## src/rtl/mesh_tx_pkg.sv

```systemverilog
// Shared types and packet-field geometry for the mesh terminal transmit path.
package mesh_tx_pkg;

  localparam int NJ_W   = 8;
  localparam int ROW_W  = 4;
  localparam int COL_W  = 4;
  localparam int MODE_W = 1;
  localparam int HDR_W  = NJ_W + ROW_W + COL_W + MODE_W;

  typedef enum logic [1:0] {
    EMPTY   = 2'd0,
    FILLING = 2'd1,
    FULL    = 2'd2
  } tx_state_e;

  typedef enum logic {
    ROW_FIRST = 1'b0,
    COL_FIRST = 1'b1
  } mode_e;

  // Field positions are measured down from the packet MSB.
  function automatic int nj_lsb(input int pckg_sz);
    return pckg_sz - NJ_W;
  endfunction

  function automatic int row_lsb(input int pckg_sz);
    return pckg_sz - NJ_W - ROW_W;
  endfunction

  function automatic int col_lsb(input int pckg_sz);
    return pckg_sz - NJ_W - ROW_W - COL_W;
  endfunction

  function automatic int mode_bit(input int pckg_sz);
    return pckg_sz - HDR_W;
  endfunction

  function automatic int payload_w(input int pckg_sz);
    return pckg_sz - HDR_W;
  endfunction

endpackage

```

## src/rtl/mesh_tx_fifo.sv

```systemverilog
// First-word-fall-through packet buffer: storage array, wrapping pointers, occupancy.
module mesh_tx_fifo #(
  parameter int W     = 40,
  parameter int DEPTH = 4
) (
  input  logic                       clk,
  input  logic                       rst_ni,
  input  logic                       wr_en_i,
  input  logic [W-1:0]               wr_data_i,
  input  logic                       rd_en_i,
  output logic [W-1:0]               rd_data_o,
  output logic [$clog2(DEPTH):0]     count_o
);

  localparam int AW = $clog2(DEPTH);

  logic [W-1:0]  mem_q [DEPTH];
  logic [AW-1:0] wr_ptr_q, wr_ptr_d;
  logic [AW-1:0] rd_ptr_q, rd_ptr_d;
  logic [AW:0]   count_q, count_d;

  always_ff @(posedge clk) begin
    if (wr_en_i) mem_q[wr_ptr_q] <= wr_data_i;
  end

  // DEPTH is a power of two, so pointer overflow is the modulo wrap.
  always_comb begin
    wr_ptr_d = wr_ptr_q;
    rd_ptr_d = rd_ptr_q;
    count_d  = count_q;
    if (wr_en_i) wr_ptr_d = wr_ptr_q + AW'(1);
    if (rd_en_i) rd_ptr_d = rd_ptr_q + AW'(1);
    case ({wr_en_i, rd_en_i})
      2'b10:   count_d = count_q + (AW+1)'(1);
      2'b01:   count_d = count_q - (AW+1)'(1);
      default: count_d = count_q;
    endcase
  end

  always_ff @(posedge clk or negedge rst_ni) begin
    if (!rst_ni) begin
      wr_ptr_q <= '0;
      rd_ptr_q <= '0;
      count_q  <= '0;
    end else begin
      wr_ptr_q <= wr_ptr_d;
      rd_ptr_q <= rd_ptr_d;
      count_q  <= count_d;
    end
  end

  assign rd_data_o = mem_q[rd_ptr_q];
  assign count_o   = count_q;

endmodule

```

## src/rtl/mesh_term_tx.sv

```systemverilog
// Terminal transmit interface: packet assembly, FIFO control FSM, sent counter.
// Optional MESH_TX_SELF_DROP_EN discards self-addressed requests and pulses drop.
module mesh_term_tx
  import mesh_tx_pkg::*;
#(
  parameter int pckg_sz    = 40,
  parameter int fifo_depth = 4,
  parameter int id_row     = 0,
  parameter int id_column  = 0
) (
  input  logic                 clk,
  input  logic                 reset,
  input  logic                 in_valid,
  output logic                 in_ready,
  input  logic [3:0]           in_row,
  input  logic [3:0]           in_col,
  input  logic                 in_mode,
  input  logic [pckg_sz-18:0]  in_payload,
  output logic                 pndng,
  output logic [pckg_sz-1:0]   data_out,
  input  logic                 popin,
  output logic [15:0]          sent_cnt,
  output logic                 drop
);

  localparam int CW       = $clog2(fifo_depth) + 1;
  localparam int NJ_LSB   = nj_lsb(pckg_sz);
  localparam int ROW_LSB  = row_lsb(pckg_sz);
  localparam int COL_LSB  = col_lsb(pckg_sz);
  localparam int MODE_BIT = mode_bit(pckg_sz);
  localparam int PAY_W    = payload_w(pckg_sz);

  tx_state_e          state_q, state_d;
  logic [15:0]        sent_cnt_q, sent_cnt_d;
  logic [pckg_sz-1:0] packet;
  logic [pckg_sz-1:0] head_data;
  logic [CW-1:0]      count;
  mode_e              mode;
  logic               accept, wr_en, rd_en, self_addr, unused_self;

  assign mode = mode_e'(in_mode);

  always_comb begin
    packet                          = '0;
    packet[pckg_sz-1:NJ_LSB]        = 8'h00;
    packet[NJ_LSB-1:ROW_LSB]        = in_row;
    packet[ROW_LSB-1:COL_LSB]       = in_col;
    packet[MODE_BIT]                = mode;
    packet[PAY_W-1:0]               = in_payload;
  end

  assign self_addr = (in_row == 4'(id_row)) && (in_col == 4'(id_column));
  assign accept    = in_valid && in_ready;
  assign rd_en     = popin && pndng;

`ifdef MESH_TX_SELF_DROP_EN
  logic drop_q;
  assign unused_self = 1'b0;
  assign wr_en       = accept && !self_addr;

  always_ff @(posedge clk or negedge reset) begin
    if (!reset) drop_q <= 1'b0;
    else        drop_q <= accept && self_addr;
  end
  assign drop = drop_q;
`else
  assign unused_self = self_addr;
  assign wr_en       = accept;
  assign drop        = 1'b0;
`endif

  mesh_tx_fifo #(
    .W     (pckg_sz),
    .DEPTH (fifo_depth)
  ) u_fifo (
    .clk       (clk),
    .rst_ni    (reset),
    .wr_en_i   (wr_en),
    .wr_data_i (packet),
    .rd_en_i   (rd_en),
    .rd_data_o (head_data),
    .count_o   (count)
  );

  always_comb begin
    state_d = state_q;
    case (state_q)
      EMPTY:   if (wr_en) state_d = FILLING;
      FILLING: begin
        if (wr_en && !rd_en && count == CW'(fifo_depth - 1))
          state_d = FULL;
        else if (rd_en && !wr_en && count == CW'(1))
          state_d = EMPTY;
      end
      FULL:    if (rd_en) state_d = FILLING;
      default: state_d = EMPTY;
    endcase
  end

  always_comb begin
    sent_cnt_d = sent_cnt_q;
    if (rd_en && sent_cnt_q != 16'hFFFF) sent_cnt_d = sent_cnt_q + 16'd1;
  end

  always_ff @(posedge clk or negedge reset) begin
    if (!reset) begin
      state_q    <= EMPTY;
      sent_cnt_q <= '0;
    end else begin
      state_q    <= state_d;
      sent_cnt_q <= sent_cnt_d;
    end
  end

  assign pndng    = (state_q != EMPTY);
  assign in_ready = (state_q != FULL);
  // Storage is not reset; masking keeps data_out at zero whenever nothing is queued.
  assign data_out = pndng ? head_data : '0;
  assign sent_cnt = sent_cnt_q;

endmodule

```

## config.mk

```make
export PLATFORM = sky130hd
export DESIGN_NAME = mesh_term_tx
export DESIGN_NICKNAME = d
export VERILOG_FILES = /design/src/rtl/mesh_tx_pkg.sv /design/src/rtl/mesh_tx_fifo.sv /design/src/rtl/mesh_term_tx.sv
export SDC_FILE = /design/constraint.sdc
export NUM_CORES = 1
export LEC_CHECK = 0
export CAP_MARGIN = 20
export CORE_MARGIN = 3
export CORE_UTILIZATION = 50
export DETAILED_ROUTE_END_ITERATION = 8
export PLACE_DENSITY_LB_ADDON = 0.3
export SETUP_SLACK_MARGIN = 0.02
export SLEW_MARGIN = 20
export SYNTH_ARGS = -nofsm -noshare
export SYNTH_HDL_FRONTEND = slang
export SYNTH_HIERARCHICAL = 1
export SYNTH_SLANG_ARGS = --single-unit
```

## constraint.sdc

```tcl
create_clock -name clk -period 5.7 [get_ports clk]
set_input_delay 1.425 -clock clk [delete_from_list [all_inputs] [get_ports clk]]
set_output_delay 1.425 -clock clk [all_outputs]
set_load 0.1 [all_outputs]
```

==> metrics.md, run 1 <==
| Metric | Value |
|---|---|
| GP Congestion | `0.7460` |
| First-pass GRT wire length | `20.96 mm` |
| Outcome | `completed` |
| Crit Path Max Fanout | `23` |
| PostCTS Resize Cnt | `0` |
| First-pass DRT Iterations | `4` |
| Area delta synth->final | `24.20%` |
| Final setup fails | `0` |
| Antenna cells | `0` |
| Post-route setup TNS | `0 ns` |
| # rows | `43` |
| Routed wire length | `13.06 mm` |
| Avg Inst Size Synth | `19.72 um2` |
| Most frequent cells in the layout | `edfxtp_1, clkdlybuf4s50_1, nor2b_1` |
| Vias in the first global route | `3887` |
| Synth Register Bits | `185` |
| Crit path kind | `reg2out` |
| HPWL Detailed | `7.654 mm` |
| Via Count | `3693` |
| Fmax | `212.0 MHz` |
| Commonest non-fill, non-tap cell in the layout | `edfxtp_1` |
| Worst EP required | `4.28 ns` |
| Hold Path Origin | `u_fifo/count_o[2]` |
| Yosys cell types | `38` |
| Part of the cycle the worst path needs | `82.74%` |
| Die ar. | `16330 um2` |
| Share of cells above drive strength 1 | `17.12%` |
| Initial core utilization | `52.20%` |
| Grt total ovfl | `0` |
| Post-synthesis cell area | `7415 um2` |
| Chip Width | `127.8 um` |
| Worst reg2reg path depth | `9` |
| CP max stage delay | `1.00 ns` |
| Most frequently used flop master after synthesis | `edfxtp_1` |
| Met3 usage | `3.667%` |
| Setup Buffers After CTS | `0` |
| Pin count of the biggest net entering global routing | `42` |
| I/O Buffers | `93` |
| RSZ-0062 raised after global routing | `false` |
| Tightest Hold Check Type | `reg2reg` |
| Met2 usage | `27.23%` |
| Worst path top cell family by delay | `buffers and inverters` |
| Worst Clk Skew | `0.005662 ns` |
| Area of the core | `14200 um2` |
| Worst r2r dst | `u_fifo/count_o[2]` |
| Clk buf depth | `2` |
| Top cell type's share of synthesized area | `64.80%` |
| Worst Hold Depth | `1` |
| Hold Vio Cnt, Final | `0` |
| Synth top area cells | `edfxtp_1, mux4_2, dfrtp_1` |
| H-tree Lvls | `4` |
| R2R setup slack | `3.38 ns` |
| CTS root buf | `clkbuf_16` |
| Ys async rst share | `13.51%` |
| Clock-pin slew on the worst setup and hold paths | `0.06 ns` |
| Max-cap violations | `0` |
| Hold Path End | `u_fifo/count_o[2]` |
| Top cell type by total area after synthesis | `edfxtp_1` |
| Average vias per placed instance | `5.276` |
| Num CTS Buffers | `17` |
| TritonCTS clock tree | `done` |
| Initial antenna violation count | `0` |
| Worst-Skew Late Latency | `0.42 ns` |
| CP Depth | `4` |
| CP Data Arrival Time | `3.29 ns` |
| DRC viols | `0` |
| CP endpoint kind | `primary output` |
| Violation count after the first detailed-route iteration | `250` |
| CTS Hold Bufs | `0` |
| Synth warn | `6` |
| Grt peak-use layer | `met2` |
| Crit path cell chain | `buf_12, mux4_2, nor2b_1, clkdlybuf4s50_1` |
| Die Y | `127.8 um` |
| CTS Sinks | `185` |
| Gr usage total | `17.13%` |
| Average routed wire per standard cell | `18.66 um` |
| Gate Count Post-Synth | `376` |
| Setup crit start kind | `flop` |
| Final ANT Viol Nets | `0` |
| Nets | `550` |
| Worst Tran Pin Value | `1.058 ns` |
| Part of the Yosys area used for sequential elements | `73.24%` |
| Post-synth EDFFs | `160` |
| Critical-path top delay cell | `clkdlybuf4s50_1` |
| # IOs | `95` |
| Grt met1 use | `23.80%` |
| Final worst path period need | `4.716 ns` |
| FF-to-FF Start | `state_q[1]` |
| Worst Path Buf+Inv | `2` |
| Slew Limit Fails | `0` |
| Slew HR | `29.46%` |
state kept, by name, indices dropped and copies added (netlist names):
name / cells
sent_cnt: 16
state_q: 2
u_fifo/count_o: 3
u_fifo/mem_q: 160
u_fifo/rd_ptr_q: 2
u_fifo/wr_ptr_q: 2
metal layers:
layer | share of wire (%) | up-vias | routed length (um)
met5 | 0 | - | 0
met4 | 1.4 | 0 | 184
met3 | 4.7 | 16 | 619
met2 | 49 | 108 | 6458
met1 | 44 | 1878 | 5796
li1 | - | 1691 | -
Yosys cell counts, types with 4 or more instances:
cell      instances
nor4_1            4
clkbuf_1          5
dfrtp_1          25
edfxtp_1        160
and2_1            5
nor3_1            6
ha_1              6
buf_2             5
mux4_2           38
nand3_1           5
buf_12            4
xor2_1           18
nor2_1            6
nand4_1           5
nor2b_1          41
nand2_1           6
inv_1             9
cells by family (layout without fill, tap and decap cells):
logic type	Yosys count	in the layout	share of synthesized area, %
xor gates and xnor gates	20	20	2.362
buffers and inverters	25	137	2.379
muxes	43	43	12.69
adders and majority gates	7	7	1.282
other	1	33	0.05058
AOI/OAI and AO/OA	6	6	0.5232
and+or+nand+nor	89	89	7.476
DFF	185	185	73.24
worst max path at each step:
stage / end / startpoint
2_1_floorplan: data_out[10] / u_fifo/rd_ptr_q[0]
3_3_place_gp: data_out[37] / u_fifo/rd_ptr_q[0]
3_5_place_dp: data_out[34] / u_fifo/rd_ptr_q[0]
4_1_cts: data_out[37] / u_fifo/rd_ptr_q[0]
5_1_grt: data_out[37] / u_fifo/rd_ptr_q[0]
6_report: data_out[37] / u_fifo/rd_ptr_q[0]
layout make-up:
cell class / count / area, um2
clock buffer: 18 / 429.2
multi-input combinational: 198 / 1961
clock inverter: 14 / 146.4
timing repair buffer: 96 / 980.9
sequential: 185 / 5433
fill: 1001 / 4995
inverter: 9 / 33.78
tap: 180 / 225.2
worst register-to-register path, cell delays in order (launching register included):
cell     delay, ns
dfrtp_1       0.47
or2b_1        0.29
and2_1        0.26
inv_1         0.10
ha_1          0.20
inv_1         0.07
fa_1          0.38
xor2_1        0.17
nor2_1        0.13
xor2_1        0.17
per-stage QoR:
step / area (um2) / util, % / std cells / hold slack [ns] / setup WS [ns]
floorplan: 7535 / - / 408 / 0.4423 / 1.964
global placement: 8589 / 60.47 / 666 / 0.4610 / 1.337
detailed placement: 8605 / 60.58 / 667 / 0.4887 / 1.344
CTS: 9180 / 64.63 / 699 / 0.5013 / 0.8604
global route: 9209 / 64.83 / 700 / 0.5086 / 0.7879
finish: 9209 / 64.83 / 700 / 0.4929 / 0.9837
Power of run 1 is not shown: default switching activity piles up to over one toggle a cycle in this logic, so the estimate is an artifact.
==> run 2: changes to the inputs <==
==> constraint.sdc (replaced) <==
create_clock -name clk -period 4.2 [get_ports clk]
set_input_delay 1.05 -clock clk [delete_from_list [all_inputs] [get_ports clk]]
set_output_delay 1.05 -clock clk [all_outputs]
set_load 0.1 [all_outputs]
==> metrics.md, run 2 (synthesized netlist as in run 1, its figures left out) <==
| Metric | Value |
|---|---|
| Setup Buffers After CTS | `0` |
| Hold Vio Cnt, Final | `0` |
| Average routed wire per standard cell | `19.33 um` |
| Nets | `558` |
| Area of the multi-input gates | `1947 um2` |
| Gr usage total | `18.08%` |
| CTS root buf | `clkbuf_16` |
| Slew HR | `32.74%` |
| TritonCTS clock tree | `done` |
| Violation count after the first detailed-route iteration | `216` |
| Antenna cells | `0` |
| Grt total ovfl | `0` |
| Worst Clk Skew | `0.007515 ns` |
| Final ANT Viol Nets | `0` |
| CTS Sinks | `185` |
| Area of the core | `14200 um2` |
| Post-route setup TNS | `0 ns` |
| First-pass GRT wire length | `22.14 mm` |
| Tightest Hold Check Type | `reg2reg` |
| Commonest non-fill, non-tap cell in the layout | `edfxtp_1` |
| Clk buf depth | `2` |
| # IOs | `95` |
| H-tree Lvls | `4` |
| Worst Tran Pin Value | `1.006 ns` |
| Vias in the first global route | `4048` |
| Initial antenna violation count | `0` |
| Chip Width | `127.8 um` |
| Storage cell area | `5433 um2` |
| Part of the cycle the worst path needs | `83.27%` |
| RSZ-0062 raised after global routing | `false` |
| CP endpoint kind | `primary output` |
| Routed wire length | `13.69 mm` |
| Slew Limit Fails | `0` |
| Max reg flops | `160` |
| Die Y | `127.8 um` |
| Most frequent cells in the layout | `edfxtp_1, clkdlybuf4s50_1, buf_4` |
| HPWL Detailed | `8.376 mm` |
| Num CTS Buffers | `17` |
| DRC viols | `0` |
| PostCTS Resize Cnt | `0` |
| GP Congestion | `0.7272` |
| Pin count of the biggest net entering global routing | `41` |
| Max-cap violations | `0` |
| Average vias per placed instance | `5.249` |
| Fill count | `987` |
| Die ar. | `16330 um2` |
| Setup crit start kind | `flop` |
| Worst EP required | `3.15 ns` |
| CP Data Arrival Time | `2.45 ns` |
| Crit path kind | `reg2out` |
| I/O Buffers | `93` |
| Clock-pin slew on the worst setup and hold paths | `0.07 ns` |
| Worst-Skew Late Latency | `0.42 ns` |
| Via Count | `3716` |
| Area delta synth->final | `24.49%` |
| First-pass DRT Iterations | `4` |
| Crit Path Max Fanout | `17` |
| Final setup fails | `0` |
| Share of cells above drive strength 1 | `26.14%` |
| Fmax | `285.9 MHz` |
| # rows | `43` |
| Final worst path period need | `3.497 ns` |
| CTS Hold Bufs | `0` |
| Outcome | `completed` |
| Initial core utilization | `52.20%` |
| Most flops, register | `u_fifo/mem_q` |
-- run 2: per-stage QoR --
step / util, % / worst slack (ns) / cells / hold WS (ns) / cell area, um2
2_1_floorplan: - / 0.8393 / 408 / 0.4423 / 7535
3_3_place_gp: 60.47 / 1.083 / 676 / 0.4598 / 8589
3_5_place_dp: 60.44 / 1.078 / 676 / 0.4859 / 8584
4_1_cts: 64.98 / 0.6104 / 708 / 0.4985 / 9230
5_1_grt: 64.98 / 0.5044 / 708 / 0.5206 / 9230
6_report: 64.98 / 0.7025 / 708 / 0.4958 / 9230
-- run 2: critical path: stages (launching register included) --
cell and delay [ns]:
dfrtp_2 0.71, buf_4 0.35, mux4_2 0.54, nor2b_1 0.16, buf_4 0.26
-- run 2: final timing paths --
kind,from,to,slack [ns],cells past startpoint
max,u_fifo/rd_ptr_q[0],data_out[36],0.70,4
min,u_fifo/count_o[2],u_fifo/count_o[2],0.50,1
max reg2reg,state_q[1],u_fifo/count_o[2],1.93,9
min reg2reg,u_fifo/count_o[2],u_fifo/count_o[2],0.50,1
max in group asynchronous,reset,u_fifo/rd_ptr_q[0],3.17,1
min in group asynchronous,reset,sent_cnt[15],0.62,1
-- run 2: routing by layer --
metal  GRT usage [%]  vias up  part of all wire, %
met5               0        -                    0
met4           4.744        0                 0.77
met3           4.958       11                  5.1
met2           29.14       87                   50
met1           24.76     1908                   44
li1                -     1710                    -
-- run 2: layout make-up --
class / instances / share of cell area, %
repair buffers: 104 / 10.25
multi-input cells: 198 / 21.09
inverters: 9 / 0.3660
well taps: 180 / 2.440
clock inverters: 15 / 2.386
clock buffers: 17 / 4.609
flip-flops and latches: 185 / 58.86
Power of run 2 is left out for the same reason.
